[src/rtl/apb_pkg.sv]
// Shared APB definitions: FSM state encoding, default bus widths
// and the wait-counter width helper used by masters and slaves.
package apb_pkg;

    typedef enum logic [1:0] {
        IDLE   = 2'd0,
        SETUP  = 2'd1,
        ACCESS = 2'd2
    } apb_state_e;

    localparam int APB_ADDR_W = 8;
    localparam int APB_DATA_W = 8;

    // Never returns 0 so a disabled timer still has a legal vector.
    function automatic int cnt_width(input int limit);
        return (limit < 1) ? 1 : $clog2(limit + 1);
    endfunction

endpackage

[src/rtl/apb_wait_timer.sv]
// Saturating wait-state counter with an expiry flag.
// Ports: clk, rst_n, clear, enable (count this cycle), expired.
module apb_wait_timer
    import apb_pkg::*;
#(
    parameter int LIMIT = 16
) (
    input  logic clk,
    input  logic rst_n,
    input  logic clear,
    input  logic enable,
    output logic expired
);

    localparam int W = cnt_width(LIMIT);
    localparam logic [W:0] LIM_V = (W + 1)'(LIMIT);

    logic [W-1:0] count;

    always_ff @(posedge clk or negedge rst_n) begin
        if (!rst_n) begin
            count <= '0;
        end else if (clear) begin
            count <= '0;
        end else if (enable && (count != '1)) begin
            count <= count + 1'b1;
        end
    end

    // Flags the stall cycle that would make the count reach LIMIT,
    // so the abort lands exactly LIMIT access cycles in.
    assign expired = (LIMIT != 0) && enable
                     && (({1'b0, count} + 1'b1) == LIM_V);

endmodule

[src/rtl/apb_master_ctrl.sv]
// APB3 initiator: one valid/ready command -> one APB transfer -> one response.
// Ports: PCLK/PRESERN, cmd_* stream, rsp_* pulse, APB P* bus signals.
module apb_master_ctrl
    import apb_pkg::*;
#(
    parameter int ADDR_W         = APB_ADDR_W,
    parameter int DATA_W         = APB_DATA_W,
    parameter int TIMEOUT_CYCLES = 16
) (
    input  logic              PCLK,
    input  logic              PRESERN,
    input  logic              cmd_valid,
    output logic              cmd_ready,
    input  logic              cmd_write,
    input  logic [ADDR_W-1:0] cmd_addr,
    input  logic [DATA_W-1:0] cmd_wdata,
    output logic              rsp_valid,
    output logic [DATA_W-1:0] rsp_rdata,
    output logic              rsp_err,
    output logic              rsp_timeout,
    output logic              PSEL,
    output logic              PENABLE,
    output logic              PWRITE,
    output logic [ADDR_W-1:0] PADDR,
    output logic [DATA_W-1:0] PWDATA,
    input  logic [DATA_W-1:0] PRDATA,
    input  logic              PREADY,
    input  logic              PSLVERR
);

    apb_state_e state, state_nxt;

    logic accept;
    logic done;
    logic abort;
    logic stall;
    logic expired;

    assign accept = (state == IDLE) && cmd_valid;
    assign stall  = (state == ACCESS) && !PREADY;
    assign done   = (state == ACCESS) && PREADY;
    assign abort  = stall && expired;

    apb_wait_timer #(
        .LIMIT (TIMEOUT_CYCLES)
    ) u_timer (
        .clk     (PCLK),
        .rst_n   (PRESERN),
        .clear   (accept),
        .enable  (stall),
        .expired (expired)
    );

    always_ff @(posedge PCLK or negedge PRESERN) begin
        if (!PRESERN) begin
            state <= IDLE;
        end else begin
            state <= state_nxt;
        end
    end

    // Bus strobes decode the state register only, so nothing on the
    // APB input side reaches an output combinationally.
    always_comb begin
        state_nxt = state;
        cmd_ready = 1'b0;
        PSEL      = 1'b0;
        PENABLE   = 1'b0;
        unique case (state)
            IDLE: begin
                cmd_ready = 1'b1;
                if (cmd_valid) state_nxt = SETUP;
            end
            SETUP: begin
                PSEL      = 1'b1;
                state_nxt = ACCESS;
            end
            ACCESS: begin
                PSEL    = 1'b1;
                PENABLE = 1'b1;
                if (PREADY || expired) state_nxt = IDLE;
            end
            default: state_nxt = IDLE;
        endcase
    end

    always_ff @(posedge PCLK or negedge PRESERN) begin
        if (!PRESERN) begin
            PADDR  <= '0;
            PWRITE <= 1'b0;
            PWDATA <= '0;
        end else if (accept) begin
            PADDR  <= cmd_addr;
            PWRITE <= cmd_write;
            PWDATA <= cmd_wdata;
        end
    end

    always_ff @(posedge PCLK or negedge PRESERN) begin
        if (!PRESERN) begin
            rsp_valid   <= 1'b0;
            rsp_rdata   <= '0;
            rsp_err     <= 1'b0;
            rsp_timeout <= 1'b0;
        end else begin
            rsp_valid <= done || abort;
            if (done) begin
                rsp_rdata   <= PWRITE ? '0 : PRDATA;
                rsp_err     <= PSLVERR;
                rsp_timeout <= 1'b0;
            end else if (abort) begin
                rsp_rdata   <= '0;
                rsp_err     <= 1'b1;
                rsp_timeout <= 1'b1;
            end
        end
    end

endmodule

[config.mk]
export PLATFORM = sky130hd
export DESIGN_NAME = apb_master_ctrl
export DESIGN_NICKNAME = d
export VERILOG_FILES = /design/src/rtl/apb_pkg.sv /design/src/rtl/apb_wait_timer.sv /design/src/rtl/apb_master_ctrl.sv
export SDC_FILE = /design/constraint.sdc
export NUM_CORES = 1
export LEC_CHECK = 0
export BUFFER_PORTS_ARGS = -buffer_cell sky130_fd_sc_hd__buf_2
export CAP_MARGIN = 10
export CORE_MARGIN = 2
export CORE_UTILIZATION = 50
export DETAILED_ROUTE_END_ITERATION = 16
export PLACE_DENSITY_LB_ADDON = 0.1
export SKIP_CTS_REPAIR_TIMING = 1
export SKIP_LAST_GASP = 1
export SLEW_MARGIN = 15
export SYNTH_ARGS = -nofsm -noshare
export SYNTH_HDL_FRONTEND = slang
export SYNTH_SLANG_ARGS = --single-unit
[constraint.sdc]
create_clock -name PCLK -period 7.04 [get_ports PCLK]
set_clock_uncertainty 0.05 [all_clocks]
set_input_delay 0 -clock PCLK [delete_from_list [all_inputs] [get_ports PCLK]]
set_output_delay 0 -clock PCLK [all_outputs]
set_load 0.03 [all_outputs]
## Word-level counts from Yosys, hierarchy flattened

Cells that the tools add are included.

| operators by class | value |
|---|---|
| add/subtract/negate cells | 2 |
| $mul | 0 |
| div/mod/pow operators | 0 |
| $lt $le $gt $ge | 0 |
| equality and inequality tests | 6 |
| shift-type cells | 0 |
| muxes and demuxes | 14 |
| bitwise gates (word level) | 0 |
| reductions and logical operators | 14 |

Operator list:

| kind | number |
|---|---|
| $mux W8 | 3 |
| $mux W5 | 2 |
| $add A5 B1 Y6 const B | 1 |
| $eq A6 B5 Y1 const B | 1 |
| $logic_and A1 B1 Y1 | 6 |
| $mux W1 | 6 |
| $pmux W2 S3 | 1 |
| $add A5 B1 Y5 const B | 1 |
| $ne A5 B5 Y1 const B | 1 |
| $mux W2 | 2 |
| $reduce_bool A2 Y1 | 2 |
| $eq A2 B1 Y1 const B | 1 |
| $eq A2 B2 Y1 const B | 1 |
| $logic_not A2 Y1 | 1 |
| $logic_or A1 B1 Y1 | 2 |
| $ne A2 B1 Y1 const B | 1 |
| $ne A2 B2 Y1 const B | 1 |
| $reduce_and A2 Y1 | 1 |
| $reduce_or A2 Y1 | 1 |
| $logic_not A1 Y1 | 1 |

| word-level totals | value |
|---|---|
| register bits after elaboration | 35 |
| bits in latches | 0 |
| memory bits (writable) | 0 |
| bits in read-only memories | 0 |
| input bits | 30 |
| output and inout bits | 31 |
| logic and storage cells | 45 |
| memories kept | 0 |

## Depth between registers and ports, before layout

| depth | value |
|---|---|
| depth in word-level cells | 6 |
| mapped depth | 7 |
| depth with buffers taken out | 7 |

## Modules after synthesis

A second synthesis with hierarchy kept.

| unflattened totals | value |
|---|---|
| cells, all modules | 105 |
| area total of the unflattened synthesis | 1497.7 sq um |

By module, submodules not included:

| module | instances | cells each | area each (sq um) |
|---|---|---|---|
| apb_master_ctrl | 1 | 77 | 1198.6 |
| apb_wait_timer | 1 | 28 | 299.0 |

## Least setup slack after synthesis

No wires, ideal clock.

| timing path | value |
|---|---|
| path type | reg2reg |
| start point | register u_timer.count[0] |
| end point | register rsp_rdata[0] |
| library setup time | 121 ps |
| arrival | 2045 ps |
| data required time | 6869 ps |
| setup slack | 4824 ps |
| stages on the path, launching flop included | 8 |
| path buffers | 0 |
| period minus slack after synthesis | 2216 ps |
| cells stage by stage | dfrtp_1 -> ha_1 -> and3_2 -> ha_1 -> nand2_1 -> a2111oi_4 -> o21ai_2 -> a22o_1 |

| on the way | value |
|---|---|
| longest elaborated chain between the ends | 5 |

Ends and longest elaborated chain:

| element | RTL line | RTL |
|---|---|---|
| start, declared | apb_wait_timer.sv:18 | `logic [W-1:0] count;` |
| start signal, assigned | apb_wait_timer.sv:26 | `count <= count + 1'b1;` |
| $add A5 B1 Y6 | apb_wait_timer.sv:33 | `&& (({1'b0, count} + 1'b1) == LIM_V);` |
| $eq A6 B5 Y1 | apb_wait_timer.sv:33 |  |
| $logic_and A1 B1 Y1 | apb_wait_timer.sv:33 |  |
| $logic_and A1 B1 Y1 | apb_master_ctrl.sv:42 | `assign abort = stall && expired;` |
| $reduce_bool A2 Y1 (no source line) | -- |  |
| end signal, assigned | apb_master_ctrl.sv:108 | `rsp_rdata <= PWRITE ? '0 : PRDATA;` |
| end, declared | apb_master_ctrl.sv:18 | `output logic [DATA_W-1:0] rsp_rdata,` |

Every way passes these cells.
A chain may end at the register's enable or synchronous reset.

## Worst setup path after layout

| timing path | value |
|---|---|
| start point | register u_timer.count[0] |
| end point | register rsp_rdata[3] |

The elaborated chain is that of the path after synthesis.

==> flow_summary.toml <==
[run_status]
outcome = "finished clean"

[timing]
tightestPinTransition_ns = 0.962
setup_viol = 0
rsz0062_at_grt = "no"
setup_tns_ns = 0
slew_viol_final = 0
hold_violations = 0
max_freq_mhz = 415
timing.final.crit_share_pct = 34.2
period_minus_slack_ns = 2.41
slew_headroom_pct = 35.9

[worst_setup_path]
path_class = "flop to flop"
rrSetupSlack_ns = 4.63
startpoint_type = "flop"
crit_arrival_ns = 2.58
ff2ff_path_depth = 7
r2r_end = "rsp_rdata[3]"
worstPathRequired_ns = 7.21
worstSetupEndpointType = "flop"
reg2reg_from = "u_timer.count[0]"
path_max_fanout = 10

[floorplan]
dieArea_um2 = 3400
die_w_um = 58.3
ios = 61
die_h_um = 58.3
start_util_pct = 53.0
core_um2 = 2780
num_rows = 19

[drt]
drc_errors = 0
detailroute.wirelength.met2_um = 1770
ant_nets = 0
met1_length_um = 1470
routed_via_density = 5.23
dr.pass1.iters = 4
vias = 1230
routed_wl_um = 3490
routed-wl-met3_um = 203
avgRoutedWirePerCell_um = 14.8
drt_first_iter_violations = 44
routed.top_layer = "met4"

[global_routing]
antenna_found_initial = 0
grt_pass1_wl_um = 4770
track_usage_pct = 19.1
grt_max_degree = 36
grt_pass1_vias = 1080
grt-ovfl-total = 0

[yosys]
syn_area_per_cell_um2 = 13.4
ys_warn_count = 0
seq_area_frac_synth_pct = 59.4
synthDistinctLibCells = 22
ys_seq_elements = 35
yosysTopAreaCellShare_pct = 59.4
syn_nets = 146
postSynthCellCount = 110
netlist_area_um2 = 1470
synth_area_leaders = "dfrtp_1, mux2_2, ha_1"
synth_top_area_cell = "dfrtp_1"

[finish]
utilization_pct = 78.3
fillers = 174
n_antenna_cell = 0
drive_above_1_share_pct = 44.1
fin_nets = 239
final_common_cell = "buf_2"
mostFrequentLayoutCells = "buf_2, dfrtp_1, dlygate4sd3_1"
syn2layout_area_growth_pct = 47.8

[power_and_ir_drop]
peakVddDrop_uv = 423
power_density_nw_per_um2 = 426
p_leak_uw = 0.00110

[cts]
cts_tree = "done"
clkTransAtPathRegs_ns = 0.11
clock_sink_count = 35
insertion_delay_ns = 0.33
cts_root_buf = "clkbuf_4"
htree_levels = 2
cts_buffers = 5
cts_buffer_depth = 2

[job]
drv_cap = 0

[placement]
dp_hpwl_um = 2140
finalWeightedCongestion = 0.771
numPortBuffers = 60

[worst_hold_path]
min_path_type = "input port to async pin"
-- flip-flops by register name, indices dropped and copies added (netlist names) --
signal and flops:
rsp_valid 1, PWRITE 1, rsp_rdata 8, rsp_timeout 1, u_timer.count 5, state 2
rsp_err 1, PADDR 8, PWDATA 8
-- how the worst max path moves through the flow --
stage / start / to / slack, ns / cells after the start
2_1_floorplan: u_timer.count[0] / rsp_rdata[0] / 4.82 / 7
3_3_place_gp: u_timer.count[0] / rsp_rdata[0] / 4.73 / 7
3_5_place_dp: u_timer.count[0] / rsp_rdata[3] / 4.66 / 7
4_1_cts: u_timer.count[0] / rsp_rdata[3] / 4.61 / 7
5_1_grt: u_timer.count[0] / rsp_rdata[3] / 4.47 / 7
6_report: u_timer.count[0] / rsp_rdata[3] / 4.63 / 7
-- worst max-delay path: stages (launching register included) --
cell,delay [ns]
dfrtp_1,0.46
ha_1,0.26
and3_2,0.22
ha_1,0.28
nand2_1,0.09
a2111oi_4,0.44
o21ai_2,0.21
a22o_1,0.28
-- cell families (layout without fill, tap and decap cells) --
logic type	after synthesis	after routing	share of synthesized area, %
AND/OR/NAND/NOR	17	17	5.52
adder cells (fa/ha/maj)	6	6	5.09
AO/OA/AOI/OAI	22	22	11.8
multiplexers	18	18	13.8
flip-flops	35	35	59.4
buffers and inverters	8	102	2.04
XOR/XNOR	4	4	2.38
-- final cells by class --
type / count / area (um2) / share of cell area, %
clock buffers: 6 / 51.3 / 2.35
clock inverters: 2 / 35.0 / 1.61
inverters: 5 / 18.8 / 0.862
multi-input cells: 67 / 568 / 26.1
flip-flops and latches: 35 / 876 / 40.2
well taps: 31 / 38.8 / 1.78
repair buffers: 89 / 591 / 27.1
-- where the power goes --
group          switching (uW)  total [uW]  leakage (uW)  internal, uW
combinational             283         444      0.000618           161
sequential               49.7         333      0.000437           283
clock                    66.3         150     0.0000482          83.9
total                     399         927       0.00110           528
-- synthesized netlist by cell type --
cell type  instances
nand2_1            6
a21boi_0           1
xor2_1             3
nand4_1            2
a21oi_1            5
o21ai_2            1
and3_2             1
dfrtp_1           35
mux2_2            18
a2111oi_4          1
nor2_1             5
o22ai_1            1
o21ai_0            4
a22o_1             8
a31o_2             1
and2_1             2
inv_1              5
ha_1               6
nor3b_1            1
buf_1              2
clkbuf_1           1
xnor2_1            1
-- metal layers --
metal,up-vias,GRT usage (%)
met4,0,6.98
li1,576,-
met5,-,0
met1,606,24.3
met3,7,8.57
met2,41,29.1
-- through the flow --
step                      worst slack [ns]  power (uW)  cells  hold WS [ns]  instance area, um2
final                                 4.63         927    235         0.219                2180
after global routing                  4.47         975    235         0.281                2180
after CTS                             4.61         916    206        -0.314                1890
after detailed placement              4.66         763    198        0.0629                1800
after global placement                4.73         749    198        0.0543                1800
after floorplan                       4.82         641    110        -0.346                1470
No activity file was read; power rests on OpenSTA's default activity.
